<file path="src/rtl/apb_master_arbiter.sv">
// rtl/apb_master_arbiter.sv - two-requester round-robin APB master with PREADY timeout
module apb_master_arbiter #(
    parameter int ADDR_W  = 4,
    parameter int DATA_W  = 8,
    parameter int TIMEOUT = 16
) (
    input  logic                pclk,
    input  logic                presetn,
    input  logic [1:0]          req_i,
    input  logic [1:0]          we_i,
    input  logic [2*ADDR_W-1:0] addr_i,
    input  logic [2*DATA_W-1:0] wdata_i,
    output logic [1:0]          done_o,
    output logic [DATA_W-1:0]   rdata_o,
    output logic                err_o,
    output logic                psel,
    output logic                penable,
    output logic                pwrite,
    output logic [ADDR_W-1:0]   paddr,
    output logic [DATA_W-1:0]   pwdata,
    input  logic [DATA_W-1:0]   prdata,
    input  logic                pready,
    input  logic                pslverr
);
    typedef enum logic [1:0] {IDLE, SETUP, ACCESS} state_t;

    localparam int             CW       = $clog2(TIMEOUT) + 1;
    localparam logic [CW-1:0]  CNT_LAST = CW'(TIMEOUT - 1);

    state_t              state, state_n;
    logic [CW-1:0]       cnt, cnt_n;
    logic                gnt, gnt_n;
    logic                last, last_n;
    logic                psel_n, penable_n, pwrite_n, err_n;
    logic [ADDR_W-1:0]   paddr_n;
    logic [DATA_W-1:0]   pwdata_n, rdata_n;
    logic [1:0]          done_n, req_eff;
    logic                win;

    // A requester whose done pulse is showing cannot win again this cycle.
    assign req_eff = req_i & ~done_o;

    always_comb begin
        state_n   = state;
        cnt_n     = cnt;
        gnt_n     = gnt;
        last_n    = last;
        psel_n    = psel;
        penable_n = penable;
        pwrite_n  = pwrite;
        paddr_n   = paddr;
        pwdata_n  = pwdata;
        done_n    = 2'b00;
        err_n     = 1'b0;
        rdata_n   = '0;
        win       = 1'b0;
        case (state)
            IDLE: begin
                psel_n    = 1'b0;
                penable_n = 1'b0;
                if (req_eff != 2'b00) begin
                    win       = (req_eff == 2'b11) ? ~last : req_eff[1];
                    gnt_n     = win;
                    last_n    = win;
                    pwrite_n  = we_i[win];
                    paddr_n   = win ? addr_i[2*ADDR_W-1:ADDR_W] : addr_i[ADDR_W-1:0];
                    pwdata_n  = win ? wdata_i[2*DATA_W-1:DATA_W] : wdata_i[DATA_W-1:0];
                    psel_n    = 1'b1;
                    state_n   = SETUP;
                end
            end
            SETUP: begin
                penable_n = 1'b1;
                cnt_n     = '0;
                state_n   = ACCESS;
            end
            ACCESS: begin
                if (pready) begin
                    psel_n    = 1'b0;
                    penable_n = 1'b0;
                    done_n    = gnt ? 2'b10 : 2'b01;
                    err_n     = pslverr;
                    rdata_n   = pwrite ? '0 : prdata;
                    state_n   = IDLE;
                end else if (cnt == CNT_LAST) begin
                    psel_n    = 1'b0;
                    penable_n = 1'b0;
                    done_n    = gnt ? 2'b10 : 2'b01;
                    err_n     = 1'b1;
                    state_n   = IDLE;
                end else begin
                    cnt_n = cnt + 1'b1;
                end
            end
            default: state_n = IDLE;
        endcase
    end

    always_ff @(posedge pclk) begin
        if (!presetn) begin
            state   <= IDLE;
            cnt     <= '0;
            gnt     <= 1'b0;
            last    <= 1'b1;
            psel    <= 1'b0;
            penable <= 1'b0;
            pwrite  <= 1'b0;
            paddr   <= '0;
            pwdata  <= '0;
            done_o  <= 2'b00;
            err_o   <= 1'b0;
            rdata_o <= '0;
        end else begin
            state   <= state_n;
            cnt     <= cnt_n;
            gnt     <= gnt_n;
            last    <= last_n;
            psel    <= psel_n;
            penable <= penable_n;
            pwrite  <= pwrite_n;
            paddr   <= paddr_n;
            pwdata  <= pwdata_n;
            done_o  <= done_n;
            err_o   <= err_n;
            rdata_o <= rdata_n;
        end
    end
endmodule

</file>
<file path="config.mk">
export PLATFORM = sky130hd
export DESIGN_NAME = apb_master_arbiter
export DESIGN_NICKNAME = d
export VERILOG_FILES = /design/src/rtl/apb_master_arbiter.sv
export SDC_FILE = /design/constraint.sdc
export NUM_CORES = 1
export LEC_CHECK = 0
export ABC_CLOCK_PERIOD_IN_PS = 3100
export CAP_MARGIN = 20
export CELL_PAD_IN_SITES_DETAIL_PLACEMENT = 1
export CELL_PAD_IN_SITES_GLOBAL_PLACEMENT = 1
export CORE_MARGIN = 5
export CORE_UTILIZATION = 31
export DETAILED_ROUTE_END_ITERATION = 8
export PLACE_DENSITY = 0.94
export SETUP_SLACK_MARGIN = 0.05
export SYNTH_ARGS = -nofsm -noshare
export SYNTH_HDL_FRONTEND = slang
export SYNTH_SLANG_ARGS = --single-unit
</file>
<file path="constraint.sdc">
create_clock -name pclk -period 3.1 [get_ports pclk]
set_clock_uncertainty 0.15 [all_clocks]
set_input_delay 0.62 -clock pclk [delete_from_list [all_inputs] [get_ports pclk]]
set_output_delay 0.62 -clock pclk [all_outputs]
set_load 0.02 [all_outputs]
</file>
==> impl_results.md <==
* Final hold violation count at 0
* DR iter-0 viols at 61
* HP Class: reg2reg
* Number of global-route vias before repair at 1,432
* Hold_ws at 0.3196 ns
* Num Clock Sinks at 35
* Clk buf depth at 2
* RSZ-0062 raised after global routing: no
* R2r worst-path depth at 7
* Synth Area in Compound Gates at 16.20%
* Tmin final at 2.428 ns
* Post-synth EDFFs at 0
* Post-synthesis cell count at 159
* CP most frequent cell: ha_1
* Slew at the pin with the worst max-slew slack at 0.5146 ns
* Seq/Total Area, Yosys at 50.13%
* Mapped Area at 1398 µm²
* DRT antenna net count at 0
* Mux cell area share after synthesis at 1.432%
* CTS Buf Count at 5
* FF+latch count, synth at 35
* FF-to-FF Start: cnt[0]
* Fmax at 411.8 MHz
* Pins Over Slew Limit at 0
* Highest metal layer with signal wires: met4
* Routed WL per cell at 14.60 µm
* # Post-CTS Setup Buffers at 0
* DIE HEIGHT at 77.15 µm
* Buf/Inv on CP at 0
* Detailed placement HPWL at 3133 µm
* Met3 wire length at 359 µm
* Count leader, synth: dfxtp_1
* WP depth at 7
* Worst VDD drop at 0.2599 mV
* CP endpoint kind: register
* Core area at 4354 µm²
* Antenna violations before repair at 0
* Slew margin rel. at 65.69%
* Async SR Flop Fraction at 0%
* Die ar. at 5951 µm²
* Pwr per Cell Area at 515.9 nW/µm²
* Met2 routed WL at 1953 µm
* # hold bufs at CTS at 0
* M1 wire length at 1684 µm
* R2r setup slk at 0.67 ns
* Design Power at 1.135 mW
* Syn Area/Cell at 8.790 µm²
* DP Cell Count at 270
* Num ports at 66
* GRT overflow at 0
* Drt first pass iters at 4
* Initial core utilization at 32.10%
* Worst Path Max Fanout at 10
* Port Buffers at 65
* Max H-tree Level at 2
* Simple-gate area share of the yosys netlist at 26.14%
* Crit path from: cnt[0]
* NumNets Final at 268
* Setup TNS at 0 ns
* LEAKAGE at 0.8603 nW
* Largest net degree at the start of global routing at 31
* Vias per Instance at 4.896
* Via Count at 1,361
* Crit Path Category: reg2reg
* CTS resizes at 0
* Area Overhead vs Synth at 57.48%
* CP max stage cell: or4b_1
* Clk_lat worst skew at 0.29 ns
* TritonCTS clock tree: yes
* DR DRC count at 0
* Crit start category: register
* Most used DFF post-synth: dfxtp_1
* All-Layer GR Usage at 14.18%
* Rows at 24
* Arrival @ worst endpoint at 2.45 ns
* CP required at 3.12 ns
* CTS clk-pin slew, worst paths at 0.07 ns
* Gp weighted congestion at 0.7111
* Crit path largest cell delay at 0.74 ns
* Yosys top cell area share at 50.13%
* Largest cells by area after synthesis: dfxtp_1 50%, nand2_1 8.1%, a31oi_1 5.8%, and2_1 5.8%, o21ai_0 5.0%
* Commonest cells post-synth: 35 x dfxtp_1, 30 x nand2_1, 14 x o21ai_0
* Largest delay share family, worst path: simple AND/OR/NAND/NOR gates
* Setup violators final at 0
* Status: finished, final reports clean
* Combinational family with the most area after synthesis: simple AND/OR/NAND/NOR gates
* First-pass GRT wire length at 6748 µm
* Netlist cell types at 30
* Net Count, Synth at 202
* Crit path to: cnt[0]
* Detailed Route WL at 4059 µm
* Ratio of cells with drive above 1 in the final layout at 7.080%
* Max-cap check violation count at 0
* Yosys warns at 0
* Die Width at 77.15 µm
* Cell taking the most area after synthesis: dfxtp_1
* Final design utilization at 50.55%
* Synth Area in Adders at 2.686%
* Final Non-Filler Cells at 278
* Fill count at 513
* Crit-path cells: ha_1, and3_1, ha_1, or4b_1, nand3_1, o21ai_1, and2_1
* Root Driver: clkbuf_8
* Worst reg2reg endpoint: cnt[0]
* Period utilization at 78.33%
* # diodes at 0
* Post-synthesis xor/xnor area fraction at 0%
==> where the power goes <==
part / internal [mW] / switching (mW) / leakage [nW]
Clock: 0.239 / 0.165 / 0.0581
Sequential: 0.482 / 0.0190 / 0.287
Combinational: 0.121 / 0.110 / 0.515
==> cell families after synthesis <==
family | after synthesis
AOI/OAI and AO/OA | 39
adders and majority gates | 3
buffers and inverters | 10
DFF | 35
muxes | 2
and+or+nand+nor | 70
==> worst min-delay path by stage <==
| stage | endpoint | slack, ns | start | depth (start not counted) |
|---|---|---|---|---|
| finish | cnt[3] | 0.32 | cnt[3] | 1 |
| global route | cnt[3] | 0.34 | cnt[3] | 1 |
| CTS | cnt[3] | 0.32 | cnt[3] | 1 |
| detailed placement | done_o[0] | 0.29 | gnt | 1 |
| global placement | done_o[0] | 0.29 | gnt | 1 |
| floorplan | done_o[0] | 0.27 | gnt | 1 |
==> registers in the layout (all words and copies together) (netlist names) <==
signal / flops
state: 2
paddr: 4
cnt: 5
rdata_o: 8
gnt: 1
pwdata: 8
penable: 1
pwrite: 1
done_o: 2
last: 1
psel: 1
err_o: 1
==> stage by stage <==
stage                     worst slack, ns  cell area, µm²
after floorplan                     1.005            1398
after global placement             0.6590            2088
after detailed placement           0.5638            2088
after CTS                          0.6683            2201
after global routing               0.4991            2201
final                              0.6719            2201
==> metal layers <==
metal / vias to the layer above / global-route usage [%]
met5: - / 0
li1: 673 / -
met4: 0 / 4.467
met1: 629 / 15.24
met2: 53 / 24.66
met3: 6 / 6.323
==> layout by cell type (no fill, tap or decap), drive strengths merged, types with 3 or more instances in the layout <==
cell           Yosys  layout
nand3              5       5
a21oi              4       4
clkbuf             5       5
nor2               6       6
nand2b             4       4
a31oi             13      13
o21ai             18      18
and3               3       3
ha                 3       3
and2              13      13
nand2             30      30
dfxtp             35      35
nor2b              3       3
clkdlybuf4s50      0      65
==> worst reg2reg max path, delay by kind of cell (launching register included) <==
family | cells | cell delay (ns)
AO/OA/AOI/OAI | 1 | 0.07
adder cells (fa/ha/maj) | 2 | 0.45
flip-flops | 1 | 0.34
AND/OR/NAND/NOR | 4 | 1.31
==> layout make-up <==
type                            count  area (µm²)  share of cell area [%]
Clock buffer                        5       68.82                   3.127
Multi-Input combinational cell    114       649.4                   29.51
Clock inverter                      3       43.79                   1.990
Sequential cell                    35       700.7                   31.84
Timing Repair Buffer               67       665.6                   30.24
Tap cell                           52       65.06                   2.956
Inverter                            2       7.507                  0.3411
Note: power is estimated with default switching activity, not from simulation.
